`src/rtl/neurosync_pkg.sv`:
```
// neurosync_pkg: shared FSM state codes and timing constants for the neurosync sequencer
package neurosync_pkg;
  localparam int N_RODADAS = 16;
  localparam int T_MOSTRA = 1000;
  localparam int T_FACIL = 5000;
  localparam int T_DIFICIL = 2000;
  localparam int TW = 16;
  typedef enum logic [3:0] {
    INICIAL     = 4'd0,
    CONFIG      = 4'd1,
    PREPARA     = 4'd2,
    MOSTRA      = 4'd3,
    ESPERA      = 4'd4,
    REGISTRA    = 4'd5,
    COMPARA     = 4'd6,
    PROX_JOGADA = 4'd7,
    PROX_RODADA = 4'd8,
    FIM_ACERTO  = 4'd9,
    FIM_ERRO    = 4'd10,
    FIM_TIMEOUT = 4'd11
  } estado_t;
endpackage

```
`src/rtl/neurosync_timer.sv`:
```
// neurosync_timer: cycle counter with clear, enable and a terminal flag at limite-1
module neurosync_timer
  import neurosync_pkg::*;
(
  input  logic          clock,
  input  logic          reset,
  input  logic          clr,
  input  logic          en,
  input  logic [TW-1:0] limite,
  output logic          fim
);
  logic [TW-1:0] cnt;
  always_ff @(posedge clock or negedge reset)
    if (!reset) cnt <= '0;
    else if (clr) cnt <= '0;
    else if (en && !fim) cnt <= cnt + 1'b1;
  assign fim = cnt == limite - 1'b1;
endmodule

```
`src/rtl/neurosync_seq.sv`:
```
// neurosync_seq: control FSM for the neurosync n-back game (rounds, display, play capture, timeouts)
module neurosync_seq
  import neurosync_pkg::*;
(
  input  logic       clock,
  input  logic       reset,
  input  logic       jogar,
  input  logic       confirma,
  input  logic       nivel,
  input  logic [3:0] botoes,
  input  logic [3:0] seq_dado,
  input  logic       acertou,
  output logic [3:0] rodada,
  output logic       sel_anterior,
  output logic [3:0] jogada,
  output logic       jogada_valid,
  output logic [3:0] leds,
  output logic [1:0] acertos,
  output logic       pronto,
  output logic       timeout,
  output logic [3:0] db_estado
);
  estado_t estado, prox;
  logic [3:0] botoes_q;
  logic nivel_l, evento, fim, mais, ultima, limpa, clr;
  logic [TW-1:0] limite;
  assign evento = |botoes && ~|botoes_q;
  assign mais = rodada != 4'd0 && !sel_anterior;
  assign ultima = rodada == 4'(N_RODADAS - 1);
  assign pronto = estado == FIM_ACERTO || estado == FIM_ERRO || estado == FIM_TIMEOUT;
  assign timeout = estado == FIM_TIMEOUT;
  assign limpa = estado == PREPARA || (pronto && jogar);
  assign leds = estado == MOSTRA ? seq_dado : 4'd0;
  assign jogada_valid = estado == REGISTRA;
  assign db_estado = estado;
  // one counter serves both windows: it restarts whenever MOSTRA or ESPERA is (re)entered
  assign clr = !(estado == MOSTRA || estado == ESPERA) || (estado == MOSTRA && fim);
  assign limite = estado == MOSTRA ? TW'(T_MOSTRA) : nivel_l ? TW'(T_DIFICIL) : TW'(T_FACIL);
  neurosync_timer u_timer (
    .clock (clock),
    .reset (reset),
    .clr   (clr),
    .en    (1'b1),
    .limite(limite),
    .fim   (fim)
  );
  always_ff @(posedge clock or negedge reset)
    if (!reset) estado <= INICIAL;
    else estado <= prox;
  always_comb begin
    prox = estado;
    case (estado)
      INICIAL:     prox = jogar ? CONFIG : INICIAL;
      CONFIG:      prox = confirma ? PREPARA : CONFIG;
      PREPARA:     prox = MOSTRA;
      MOSTRA:      prox = fim ? ESPERA : MOSTRA;
      ESPERA:      prox = evento ? REGISTRA : fim ? FIM_TIMEOUT : ESPERA;
      REGISTRA:    prox = COMPARA;
      COMPARA:     prox = acertou ? PROX_JOGADA : FIM_ERRO;
      PROX_JOGADA: prox = mais ? ESPERA : PROX_RODADA;
      PROX_RODADA: prox = ultima ? FIM_ACERTO : MOSTRA;
      FIM_ACERTO, FIM_ERRO, FIM_TIMEOUT: prox = jogar ? CONFIG : estado;
      default:     prox = INICIAL;
    endcase
  end
  always_ff @(posedge clock or negedge reset)
    if (!reset) begin
      rodada <= '0;
      acertos <= '0;
      sel_anterior <= 1'b0;
      jogada <= '0;
      nivel_l <= 1'b0;
      botoes_q <= '0;
    end else begin
      botoes_q <= botoes;
      if (estado == CONFIG && confirma) nivel_l <= nivel;
      if (estado == ESPERA && evento) jogada <= botoes;
      if (estado == COMPARA && acertou && acertos != 2'd2) acertos <= acertos + 2'd1;
      if (estado == PROX_JOGADA && mais) sel_anterior <= 1'b1;
      if (estado == PROX_RODADA && !ultima) begin
        rodada <= rodada + 4'd1;
        acertos <= '0;
        sel_anterior <= 1'b0;
      end
      if (limpa) begin
        rodada <= '0;
        acertos <= '0;
        sel_anterior <= 1'b0;
      end
    end
endmodule

```
`config.mk`:
```
export PLATFORM = sky130hd
export DESIGN_NAME = neurosync_seq
export DESIGN_NICKNAME = d
export VERILOG_FILES = /design/src/rtl/neurosync_pkg.sv /design/src/rtl/neurosync_timer.sv /design/src/rtl/neurosync_seq.sv
export SDC_FILE = /design/constraint.sdc
export NUM_CORES = 1
export LEC_CHECK = 0
export CAP_MARGIN = 15
export CORE_ASPECT_RATIO = 1.2
export CORE_MARGIN = 2
export CORE_UTILIZATION = 35
export DETAILED_ROUTE_END_ITERATION = 8
export PLACE_DENSITY_LB_ADDON = 0.2
export SYNTH_ARGS = -nofsm -noshare
export SYNTH_HDL_FRONTEND = slang
export SYNTH_SLANG_ARGS = --single-unit
```
`constraint.sdc`:
```
create_clock -name clock -period 5.5 [get_ports clock]
set_input_delay 1.1 -clock clock [delete_from_list [all_inputs] [get_ports clock]]
set_output_delay 1.1 -clock clock [all_outputs]
set_load 0.01 [all_outputs]
```
**Word level (Yosys, flattened, before mapping)**

Index checks and enable logic that the tools add are counted.

- $add $sub $neg: 4
- Equality and inequality tests: 16
- Multiplexer cells: 23
- Reductions and logical operators: 27

Operator list:

| cell | count |
|---|---|
| one-hot mux 4 bit (10 select lines) | 1 |
| 2-to-1 mux 4 bit | 9 |
| 2-to-1 mux 16 bit | 2 |
| 2-to-1 mux 13 bit | 2 |
| equality test 4 bit, second input constant | 5 |
| adder 16 x 1 -> 16 bit, second input constant | 1 |
| equality test 16 bit | 1 |
| equality test 4 x 3 -> 1 bit, second input constant | 4 |
| subtractor 13 x 1 -> 14 bit, second input constant | 1 |
| logical AND 1 bit | 10 |
| equality test 4 x 2 -> 1 bit, second input constant | 2 |
| 2-to-1 mux 2 bit | 4 |
| OR reduction 4 bit | 2 |
| nonzero test 3 bit | 2 |
| logical OR 1 bit | 5 |
| adder 4 x 1 -> 4 bit, second input constant | 1 |
| equality test 4 x 1 -> 1 bit, second input constant | 1 |
| zero test 1 bit | 4 |
| zero test 4 bit | 1 |
| 2-to-1 mux 1 bit | 4 |
| != test 2 bit, second input constant | 2 |
| nonzero test 4 bit | 1 |
| 2-to-1 mux 3 bit | 1 |
| OR reduction 3 bit | 1 |
| 3 further kinds | 3 |

- Flip-flop bits (word level): 36
- Input bits: 14
- Output and inout port bits: 22
- Word-level logic and storage cells: 78

**Logic depth before layout (Yosys ltp)**

- Word-level depth: 7
- Mapped depth: 8

**Hierarchy**

From an unflattened synthesis, not the netlist that was laid out.

- Cells, all modules: 284
- Area, all modules: 2590.0 um^2

Modules (own cells, without submodules):

| module | instances | cells an instance | area each (um^2) | sequential area each (um^2) |
|---|---|---|---|---|
| neurosync_timer | 1 | 163 | 1410.1 | 400.4 |
| neurosync_seq | 1 | 121 | 1179.9 | 500.5 |

**Worst setup path after synthesis**

Ideal clock, no wire load.

- Kind: input to output
- Start: in seq_dado[0]
- End: out leds[0]
- Arrival time: 1.246 ns
- Data required time: 4.400 ns
- Setup slack: 3.154 ns
- Cell stages on the path: 1
- Path buffers: 0
- Cells stage by stage: and2_1

- Longest elaborated chain between the ends: 1

RTL lines:

| what | line | RTL |
|---|---|---|
| start: declaration | neurosync_seq.sv:11 | `input logic [3:0] seq_dado,` |
| 2-to-1 mux 4 bit | neurosync_seq.sv:33 | `assign leds = estado == MOSTRA ? seq_dado : 4'd0;` |
| end: declaration | neurosync_seq.sv:17 | `output logic [3:0] leds,` |

Every way passes these cells.

**Worst setup path in the final report**

- Start: reg estado[0], in the netlist db_estado[0]
- End: out leds[1]

- Longest elaborated chain between the ends: 2

RTL lines:

| what | line | RTL |
|---|---|---|
| start: declaration | neurosync_seq.sv:23 | `estado_t estado, prox;` |
| start signal: assignment | neurosync_seq.sv:49 | `else estado <= prox;` |
| equality test 4 x 2 -> 1 bit | neurosync_seq.sv:33 |  |
| 2-to-1 mux 4 bit | neurosync_seq.sv:33 |  |

Every way passes these cells.

==> flow_metrics.py <==
metrics = {
    "place": {
        "port-buffer-count": 35,
        "placed_cell_area_mm2": 0.00250,
        "gp_congestion": 0.872,
        "hpwl_um": 3350,
        "dp_cells": 329,
        "pre_cts_ws_ns": 2.20,
    },
    "logic_synthesis": {
        "synthSimpleGateAreaFrac_pct": 28.4,
        "avgSynthCellArea_um2": 9.44,
        "synthMuxAreaShare_pct": 3.18,
        "synth_area_mm2": 0.00209,
        "syn_inst": 221,
        "ys_async_sr_fraction_pct": 100,
        "ys_ff_latch": 36,
        "synth_cell_type_count": 54,
        "synth_top_area_share_pct": 43.2,
        "synth.area.top_cells": "dfrtp_1, nor2_1, xor2_1, xnor2_1, mux2_2",
        "yosysTopAreaCell": "dfrtp_1",
        "synth_top_flop_cell": "dfrtp_1",
        "synth_compound_area_share_pct": 12.1,
        "synth-xor-area-share_pct": 6.71,
        "synthAdderAreaFrac_pct": 2.40,
        "yosysSeqAreaShare_pct": 43.2,
        "synth_edf_count": 0,
        "synth_top_family_by_area": "simple AND/OR/NAND/NOR gates",
        "ys_warn_count": 0,
        "syn-num-nets": 239,
    },
    "power": {
        "worst_ir_drop_vdd_mv": 0.126,
        "powerDensity_mw_per_mm2": 325,
        "p_leak_nw": 1.00,
    },
    "sta": {
        "clock.fmax_mhz": 303,
        "period_minus_slack_ns": 3.30,
        "setup_viol": 0,
        "clock_skew_ns": 0.00759,
        "worst_pin_slew_ns": 0.758,
        "finalWorstSetupSlack_ns": 2.20,
        "finalSetupTns_ns": 0,
        "slew_viol_final": 0,
        "maxSlewHeadroom_pct": 49.5,
        "rsz0062_at_grt": "no",
        "hold_viol_final": 0,
        "period_share_pct": 60.1,
    },
    "clock_tree": {
        "cts-root-buf": "clkbuf_8",
        "cts_tree": "done",
        "cts.sinks": 36,
        "cts_buffers": 5,
        "htreeDepth": 2,
        "cts_max_path_buffers": 2,
        "post-cts-setup-buffers": 0,
        "cts_resized": 0,
        "worstSkewPairLatency_ns": 0.29,
        "path_clk_slew_ns": 0.07,
        "ctsHoldBuffers": 0,
    },
    "final_layout": {
        "final_cell_mix": "dfrtp_1, clkdlybuf4s50_1, nor2_1",
        "layout.cells.most_common": "dfrtp_1",
        "fill_cells": 595,
        "drive_above_1_share_pct": 9.34,
        "num_antenna_cells": 0,
        "fin_nets": 274,
        "fin_area_mm2": 0.00259,
        "stdcell_count": 337,
        "area_delta_synth_final_pct": 24.0,
    },
    "die": {
        "die_h_um": 88.6,
        "rows": 30,
        "ios": 36,
        "die_w_um": 74.5,
        "design.core.area_mm2": 0.00571,
        "dieArea_mm2": 0.00660,
        "initial_core_util_pct": 36.6,
    },
    "grt": {
        "overflow": 0,
        "grt_usage_pct": 15.8,
        "first_global_vias": 1730,
        "grt_pass1_wl_um": 8070,
        "antenna_found_initial": 0,
        "grt_max_degree": 37,
    },
    "drt": {
        "top_layer_used": "met4",
        "avgRoutedWirePerCell_um": 13.6,
        "vias": 1735,
        "wl_met2_um": 2330,
        "first_pass_iters": 4,
        "wl_met3_um": 144,
        "post-route-drc-count": 0,
        "viasPerCell": 5.15,
        "drt_iter0_drc": 63,
        "met1Wirelength_um": 2070,
        "wl_um": 4570,
        "drtAntennaViolNets": 0,
    },
    "worst_setup_path": {
        "crit_type": "flop to output port",
        "path_buf_inv": 1,
        "path_depth": 3,
        "path_max_fanout": 20,
        "max_stage_delay_ns": 0.68,
        "cp_slowest_cell": "dfrtp_1",
        "r2r_cells": 5,
        "cp_top_family": "simple AND/OR/NAND/NOR gates",
        "crit_path_end_kind": "output port",
        "startpoint_type": "flop",
        "crit_required_ns": 4.40,
        "critical_path.cell_chain": "and4bb_1 > and2_1 > clkdlybuf4s50_1",
        "arrival_ns": 2.20,
    },
    "job": {
        "max-cap-violations": 0,
    },
    "hold_path": {
        "hp-class": "flop to flop",
        "min_path_cells": 1,
    },
    "run_status": {
        "status": "finished clean",
    },
}
## kinds of logic (layout without fill, tap and decap cells)
logic type	count (synthesis)	after routing
xor gates and xnor gates	16	16
adders and majority gates	4	4
buffers and inverters	17	53
DFF	36	36
and+or+nand+nor	105	105
AOI/OAI and AO/OA	37	37
muxes	6	6
## Yosys cell counts (2+ instances only)
| library cell | instances |
|---|---|
| dfrtp_1 | 36 |
| nor2_1 | 32 |
| nand2_1 | 12 |
| o21ai_0 | 9 |
| xor2_1 | 9 |
| inv_1 | 8 |
| nand3_1 | 8 |
| a21oi_1 | 7 |
| xnor2_1 | 7 |
| and2_1 | 6 |
| nand2b_1 | 6 |
| nor4_1 | 6 |
| mux2_2 | 5 |
| nand4_1 | 5 |
| ha_1 | 4 |
| a211oi_1 | 3 |
| and3_1 | 3 |
| clkbuf_1 | 3 |
| nor3_1 | 3 |
| or3_1 | 3 |
| or4b_2 | 3 |
| a22oi_1 | 2 |
| buf_2 | 2 |
| buf_6 | 2 |
| nand3b_1 | 2 |
| nor2b_1 | 2 |
| o22ai_1 | 2 |
| o311ai_0 | 2 |
| o31ai_1 | 2 |
| or2_2 | 2 |
| or4_1 | 2 |
## per-layer routing
layer	track usage (%)	vias to the layer above
met5	0	-
met4	4.38	0
met3	3.42	4
met2	27.7	34
met1	19.5	833
li1	-	864
## per-stage QoR
stage | hold WS, ns | power [W] | utilization [%]
after global routing | 0.534 | 0.000907 | 45.4
final | 0.504 | 0.000841 | 45.4
after detailed placement | 0.495 | 0.000659 | 43.8
after floorplan | 0.484 | 0.000541 | -
after CTS | 0.511 | 0.000855 | 45.4
after global placement | 0.488 | 0.000659 | 43.8
## where the power goes
part	internal, W	total [W]	switching, W	leakage (nW)
clock network	0.000102	0.000192	0.0000901	0.0455
logic	0.000150	0.000306	0.000156	0.475
registers	0.000289	0.000342	0.0000532	0.482
total	0.000542	0.000841	0.000299	1.00
## area by class of cell
class / count / area (µm²) / area share, %
Sequential cell: 36 / 901 / 34.8
Clock buffer: 8 / 90.1 / 3.48
Multi-Input combinational cell: 168 / 1100 / 42.6
Inverter: 8 / 30.0 / 1.16
Timing Repair Buffer: 37 / 365 / 14.1
Tap cell: 80 / 100 / 3.87
## state kept, by name, indices dropped and copies added (netlist names)
name and flops:
db_estado 4, jogada 4, sel_anterior 1, botoes_q 4
rodada 4, nivel_l 1, acertos 2, u_timer.cnt 16
## final timing paths
| check | from | endpoint | slack, ns |
|---|---|---|---|
| setup / recovery | db_estado[0]$_DFFE_PN0P_ | leds[1] | 2.20 |
| hold / removal | jogada[1]$_DFFE_PN0P_ | jogada[1]$_DFFE_PN0P_ | 0.50 |
| setup reg to reg | db_estado[0]$_DFFE_PN0P_ | db_estado[2]$_DFFE_PN0P_ | 2.94 |
| hold reg to reg | jogada[1]$_DFFE_PN0P_ | jogada[1]$_DFFE_PN0P_ | 0.50 |
| max in group asynchronous | reset | nivel_l$_DFFE_PN0P_ | 3.92 |
| min in group asynchronous | reset | acertos[1]$_DFFE_PN0P_ | 1.23 |
Note: power is estimated with default switching activity, not from simulation.
